File: config.mk
export PLATFORM = sky130hd
export DESIGN_NAME = damage_display
export DESIGN_NICKNAME = d
export VERILOG_FILES = /design/src/rtl/damage_display.sv
export SDC_FILE = /design/constraint.sdc
export NUM_CORES = 1
export LEC_CHECK = 0
export BUFFER_PORTS_ARGS = -buffer_cell sky130_fd_sc_hd__buf_2
export CORE_MARGIN = 2
export CORE_UTILIZATION = 65
export CTS_CLUSTER_DIAMETER = 200
export DETAILED_ROUTE_END_ITERATION = 7
export PLACE_DENSITY = 0.88
export SLEW_MARGIN = 0
export SYNTH_ARGS = -nofsm -noshare
export SYNTH_HDL_FRONTEND = slang
export SYNTH_SLANG_ARGS = --single-unit
File: constraint.sdc
create_clock -name clk -period 4.5 [get_ports clk]
set_input_delay 0.225 -clock clk [delete_from_list [all_inputs] [get_ports clk]]
set_output_delay 0.225 -clock clk [all_outputs]
set_load 0.02 [all_outputs]
File: src/rtl/damage_display.sv
// damage_display: converts a 7-bit damage percentage (0..100, larger values
// clamped to 100) to BCD with a sequential double-dabble engine, then drives a
// time-multiplexed, active-low 3-digit 7-segment display with leading-zero
// blanking.
// Optional feature macro: DAMAGE_DISPLAY_BLINK_EN
//   Defined: the display blinks while the shown value exceeds BLINK_THRESH.
//   Undefined: the display is always on and BLINK_DIV/BLINK_THRESH are unused.
// Ports:
//   clk    - main clock
//   reset  - synchronous, active-high reset
//   damage - binary damage percentage
//   seg    - segments {g,f,e,d,c,b,a}, active-low, registered
//   an     - digit enables, active-low (an[0]=ones, an[1]=tens, an[2]=hundreds)
//   busy   - high while a conversion is in progress
module damage_display #(
  parameter int unsigned SCAN_DIV     = 10000,
  parameter int unsigned BLINK_DIV    = 8325000,
  parameter int unsigned BLINK_THRESH = 50
) (
  input  logic       clk,
  input  logic       reset,
  input  logic [6:0] damage,
  output logic [6:0] seg,
  output logic [2:0] an,
  output logic       busy
);

  localparam int unsigned DW      = 7;
  localparam int unsigned BCD_W   = 10;
  localparam int unsigned SCAN_W  = 24;
  localparam int unsigned BLINK_W = 24;
  localparam int unsigned ITER    = 7;

  typedef enum logic [1:0] {IDLE, SHIFT, DONE} state_t;

  state_t            state;
  state_t            state_next;
  logic              start_c;
  logic [DW-1:0]     dmg_clamp;
  logic [DW-1:0]     bin;
  logic [BCD_W-1:0]  bcd;
  logic [7:0]        bcd_adj;
  logic [2:0]        cnt;
  logic [DW-1:0]     conv_val;
  logic [DW-1:0]     last_val;
  logic              last_valid;
  logic [3:0]        hund;
  logic [3:0]        tens;
  logic [3:0]        ones;
  logic [SCAN_W-1:0] prescale;
  logic [1:0]        idx;
  logic [3:0]        digit;
  logic              blank;
  logic              blink_blank_c;
  logic [6:0]        seg_next;
  logic [2:0]        an_next;

  // Active-low gfedcba encoding of one decimal digit.
  function automatic logic [6:0] seg_enc(input logic [3:0] d);
    case (d)
      4'd0:    seg_enc = 7'b1000000;
      4'd1:    seg_enc = 7'b1111001;
      4'd2:    seg_enc = 7'b0100100;
      4'd3:    seg_enc = 7'b0110000;
      4'd4:    seg_enc = 7'b0011001;
      4'd5:    seg_enc = 7'b0010010;
      4'd6:    seg_enc = 7'b0000010;
      4'd7:    seg_enc = 7'b1111000;
      4'd8:    seg_enc = 7'b0000000;
      4'd9:    seg_enc = 7'b0010000;
      default: seg_enc = 7'b1111111;
    endcase
  endfunction

  assign dmg_clamp = (damage > DW'(100)) ? DW'(100) : damage;

  // Add-3 correction; hundreds never exceeds 1 so it needs no correction.
  assign bcd_adj[7:4] = (bcd[7:4] >= 4'd5) ? bcd[7:4] + 4'd3 : bcd[7:4];
  assign bcd_adj[3:0] = (bcd[3:0] >= 4'd5) ? bcd[3:0] + 4'd3 : bcd[3:0];

  // Conversion FSM state register.
  always_ff @(posedge clk) begin
    if (reset) state <= IDLE;
    else       state <= state_next;
  end

  // Conversion FSM next-state logic.
  always_comb begin
    state_next = state;
    start_c    = 1'b0;
    case (state)
      IDLE: begin
        if (!last_valid || (dmg_clamp != last_val)) begin
          start_c    = 1'b1;
          state_next = SHIFT;
        end
      end
      SHIFT: begin
        if (cnt == 3'(ITER - 1)) state_next = DONE;
      end
      DONE:    state_next = IDLE;
      default: state_next = IDLE;
    endcase
  end

  // Conversion datapath and atomic display-register update.
  always_ff @(posedge clk) begin
    if (reset) begin
      bin        <= '0;
      bcd        <= '0;
      cnt        <= '0;
      conv_val   <= '0;
      last_val   <= '0;
      last_valid <= 1'b0;
      hund       <= '0;
      tens       <= '0;
      ones       <= '0;
      busy       <= 1'b0;
    end else begin
      if (start_c) begin
        bin      <= dmg_clamp;
        conv_val <= dmg_clamp;
        bcd      <= '0;
        cnt      <= '0;
        busy     <= 1'b1;
      end
      if (state == SHIFT) begin
        bcd <= {bcd[8], bcd_adj, bin[DW-1]};
        bin <= {bin[DW-2:0], 1'b0};
        cnt <= cnt + 3'd1;
      end
      if (state == DONE) begin
        hund       <= {2'b00, bcd[9:8]};
        tens       <= bcd[7:4];
        ones       <= bcd[3:0];
        last_val   <= conv_val;
        last_valid <= 1'b1;
        busy       <= 1'b0;
      end
    end
  end

`ifdef DAMAGE_DISPLAY_BLINK_EN
  logic [BLINK_W-1:0] blink_cnt;
  logic               phase;

  // Blink phase generator; phase starts in the "on" half.
  always_ff @(posedge clk) begin
    if (reset) begin
      blink_cnt <= '0;
      phase     <= 1'b1;
    end else if (blink_cnt == BLINK_W'(BLINK_DIV - 1)) begin
      blink_cnt <= '0;
      phase     <= ~phase;
    end else begin
      blink_cnt <= blink_cnt + BLINK_W'(1);
    end
  end

  // last_val always equals the value held in the display registers.
  assign blink_blank_c = !phase && (last_val > DW'(BLINK_THRESH));
`else
  // Display is always on in this build.
  assign blink_blank_c = 1'b0 && (BLINK_DIV != 0) && (BLINK_THRESH != 0);
`endif

  // Digit selection with leading-zero blanking.
  always_comb begin
    digit = ones;
    blank = 1'b0;
    case (idx)
      2'd1: begin
        digit = tens;
        blank = (hund == 4'd0) && (tens == 4'd0);
      end
      2'd2: begin
        digit = hund;
        blank = (hund == 4'd0);
      end
      default: ;
    endcase
    seg_next = blank ? 7'b1111111 : seg_enc(digit);
    an_next  = ~(3'b001 << idx);
    if (blink_blank_c) begin
      seg_next = 7'b1111111;
      an_next  = 3'b111;
    end
  end

  // Scan prescaler, digit index and registered display outputs.
  always_ff @(posedge clk) begin
    if (reset) begin
      prescale <= '0;
      idx      <= '0;
      seg      <= 7'b1111111;
      an       <= 3'b111;
    end else begin
      if (prescale == SCAN_W'(SCAN_DIV - 1)) begin
        prescale <= '0;
        idx      <= (idx == 2'd2) ? 2'd0 : idx + 2'd1;
      end else begin
        prescale <= prescale + SCAN_W'(1);
      end
      seg <= seg_next;
      an  <= an_next;
    end
  end

endmodule
==> impl_summary.md <==
Global routing
After global routing the overflow that remains totals 0. Across every metal layer, demand over resource in global routing totals about a quarter. The number of antenna violations at the first check in global routing came to 0. The via count of the first global-routing pass is ~3000.

The global-route wire length before repair is about 14000 um. The pin count of the biggest net entering global routing is 42.

Timing
In the post-route analysis, the smallest setup slack over all paths is around 1700 ps. After routing, the total negative slack on setup checks comes to 0 ps. Timing would allow up to 0.363 GHz. Between clock sinks in the finished design, the worst skew comes to 4.99 ps. Setup violations remaining at the end of the flow were counted as 0. Setup repair after global routing left no endpoint under its margin.

The count of pins over their slew limit is 0. The smallest clock period supported by the final layout is computed as 2750 ps. The actual transition at the worst max-transition pin is between 1000 and 1500 ps. The final critical path takes up between 60% and 70% of the cycle. The hold violation count in the final report is 0. Measured against its own limit, the worst slew margin works out to between 20% and 30%.

Synthesis
After synthesis, the netlist uses 62 different library cells. Of the post-synthesis cell area, the dominant cell type holds roughly two fifths. The fraction of synthesis flops using an asynchronous set or reset pin is 0%.

The number of enable flip-flop cells after synthesis is 0. The sequential area share after synthesis is 42.0%. The cell type with the largest total area after synthesis is dfxtp_1. The instance count of the mapped netlist is around 460. When the netlist entered floorplanning its net count stood at slightly below 500.

The area of the mapped netlist is approximately 4000 um^2. Yosys attributes the largest share of cell area to dfxtp_1, nand2_1, ha_1. For this run, the leading register cell type out of synthesis is dfxtp_1.

For this run, the number of Yosys warnings is 0. The post-synthesis register bit count is 84. The synthesized area per cell is a little under 9 um^2.

Worst setup path
Data on the critical path is required at its endpoint by between 4000 and 5000 ps. Among cell families on the critical path, the largest total delay comes from simple AND/OR/NAND/NOR gates. Counting both buffers and inverters, the worst setup path holds a total of 0. The worst setup path is captured at a flip-flop. The worst setup path is launched from a flip-flop. The largest stage delay on the critical path is ~960 ps. The critical-path cell with the highest stage delay is or2_0. Traced cell by cell, the critical path runs through nand3_1, or4_1, nor3_1, or2_0, nor2_1. The worst setup path is of the reg -> reg kind.

The highest net fanout along the worst path is 23. The minimum setup slack among reg-to-reg paths is roughly 1700 ps. The reg-to-reg critical path endpoint is prescale[6]$_SDFF_PP0_. Data arrives at the worst endpoint at between 2000 and 3000 ps. The origin of the critical flop-to-flop path is prescale[8]$_SDFF_PP0_. The worst-case reg-to-reg path depth is 5.

Clock network
Once the clock tree was built, the resizer swapped 0 gates to a different size. The clock input transition at the sequential cells of the worst setup and hold paths is roughly 90 ps. TritonCTS built the clock tree. The CTS H-tree depth is 3.

The total clock buffers created by CTS is 9. The root cell of the clock tree is clkbuf_8. The latest clock arrival within the worst-skew pair is between 300 and 400 ps. The clock net in this run drives a total of between 80 and 90 sinks.

Once the clock tree was built, the setup fixing pass inserted 0 buffers. Buffers inserted to repair hold after CTS numbered 0. The deepest clock path buffer count is 2.

Hold path
The worst hold path belongs to the class in -> reg. The start point of the worst hold path is damage[6]. The terminating pin of the worst hold path is conv_val[6]$_SDFFE_PP0N_.

The worst hold path was traced through 2 stages.

Floorplan
The die is 82.5 um tall. The starting utilization of the core area is 67.6%. The overall die area is a little under 7000 um^2.

The floorplan has 28 rows. The total core area is roughly 5900 um^2. The horizontal extent of the die is ~82 um.

20 I/O pins were placed.

Placement
The congestion estimate from routability-driven global placement came to 0.852. The pre-CTS setup slack is roughly 1800 ps. In this run the tool buffered the top-level ports with 19 buffer cells.

In this run the cell area measured after placement is 4120 um^2. The wire-length estimate of the detail-placed layout is about 5600 um.

Drt
The residual DRC count is 0. The final layout contains routed wiring with a total length of roughly 8400 um. In the routed layout, each cell is associated on average with a via count of a little over 6. The count of nets left with antenna violations once routing finished came out at 0. The first detailed-routing pass ran for 5 iterations. The starting DRC count in detailed routing is roughly 290. The vias after detailed routing is between 3000 and 4000. The routed wire length per instance is 15.3 um.

Finish
The final core area utilization is 73.2%. The cell area after layout is between 4000 and 5000 um^2. The area growth from synthesis to layout is 8.28%.

0 antenna diodes ended up in the layout. The final layout contains 496 nets. Counting the fill cells in the layout gives about 420. The share of cells above drive strength 1 is roughly 11%.

Run
The max-cap violation count is 0.

Power
The worst voltage drop across the vdd grid is around 0.27 mV. The static leakage is between 1.5 and 2 nW. The power per cell area is 335 nW/um^2.

Outcome
The flow ran to the end, and the final reports show no timing, DRC or antenna violations.
==> synthesized netlist by cell type, drive strengths merged (2+ instances only) <==
library cell and n:
dfxtp 84, nand2 62, nor2 48, o21ai 23
a21oi 21, nand3 19, ha 17, inv 17
xnor2 17, xor2 16, a31oi 11, a22o 10
clkbuf 10, mux2i 9, nand4 8, nor2b 8
and3 7, buf 7, nor3 7, nor4 4
o21a 4, a221o 3, and2 3, o311ai 3
a211oi 2, a22oi 2, nand2b 2, nor4b 2
o2111ai 2, o211a 2, o211ai 2, o311a 2
o31ai 2, or4 2
==> sequential cells by signal, indices dropped and copies added, names as in the netlist <==
| register | flops |
|---|---|
| an | 3 |
| bcd | 10 |
| bin | 7 |
| busy | 1 |
| cnt | 3 |
| conv_val | 7 |
| hund | 2 |
| idx | 2 |
| last_val | 7 |
| last_valid | 1 |
| ones | 4 |
| prescale | 24 |
| seg | 7 |
| state | 2 |
| tens | 4 |
==> power breakdown <==
part | total, mW | switching (mW) | internal (mW)
Sequential | 0.773 | 0.0121 | 0.761
Clock | 0.581 | 0.276 | 0.305
Combinational | 0.100 | 0.0647 | 0.0354
==> cell families after synthesis <==
| group | Yosys count | synth area share [%] |
|---|---|---|
| fa+ha+maj | 17 | 5.31 |
| xor+xnor | 33 | 7.22 |
| simple gates | 179 | 21.1 |
| compound gates | 98 | 18.0 |
| flops | 84 | 42.0 |
| buf+inv | 35 | 3.81 |
| mux | 10 | 2.53 |
==> cells in the final DEF (no fill, tap or decap), types with 3 or more instances in the layout <==
cell / instances
a21oi_1: 21
a221o_1: 3
a22o_1: 5
a22o_2: 5
a31oi_1: 11
and3_1: 7
buf_2: 19
clkbuf_8: 12
dfxtp_1: 84
ha_1: 17
inv_1: 17
mux2i_1: 9
nand2_1: 62
nand3_1: 19
nand4_1: 8
nor2_1: 48
nor2b_1: 8
nor3_1: 7
nor4_1: 4
o21a_1: 3
o21ai_0: 17
o21ai_1: 5
o311ai_0: 3
xnor2_1: 17
xor2_1: 16
==> per-layer routing <==
layer	track usage [%]	routed length, um	up-vias
li1	-	-	1636
met1	34.9	3810	1591
met2	41.5	3930	125
met3	4.13	493	26
met4	11.6	189	0
met5	0	0	-
==> how the worst max path moves through the flow <==
stage | cells after the start | start | slack (ps) | to
floorplan | 9 | idx[0]$_SDFFE_PP0P_ | 2360 | seg[6]$_SDFF_PP1_
global placement | 5 | prescale[8]$_SDFF_PP0_ | 1980 | prescale[20]$_SDFF_PP0_
detailed placement | 5 | prescale[8]$_SDFF_PP0_ | 1850 | prescale[6]$_SDFF_PP0_
CTS | 5 | prescale[8]$_SDFF_PP0_ | 1750 | prescale[6]$_SDFF_PP0_
global route | 5 | prescale[8]$_SDFF_PP0_ | 1500 | prescale[6]$_SDFF_PP0_
finish | 5 | prescale[8]$_SDFF_PP0_ | 1750 | prescale[6]$_SDFF_PP0_
==> through the flow <==
step	instances	power [mW]	hold WS [ps]
after global placement	534	0.884	431
after global routing	550	1.50	240
after detailed placement	534	0.887	439
final	550	1.45	237
after floorplan	456	0.863	399
after CTS	550	1.45	218
==> cell type report <==
cell class | instances | area, um^2 | share of cell area, %
multi-input combinational | 337 | 2170 | 50.1
clock inverter | 4 | 55.1 | 1.27
sequential | 84 | 1680 | 38.8
tap | 75 | 93.8 | 2.16
timing repair buffer | 20 | 103 | 2.37
clock buffer | 12 | 165 | 3.81
inverter | 18 | 67.6 | 1.56
(Power assumes the default switching activity.)
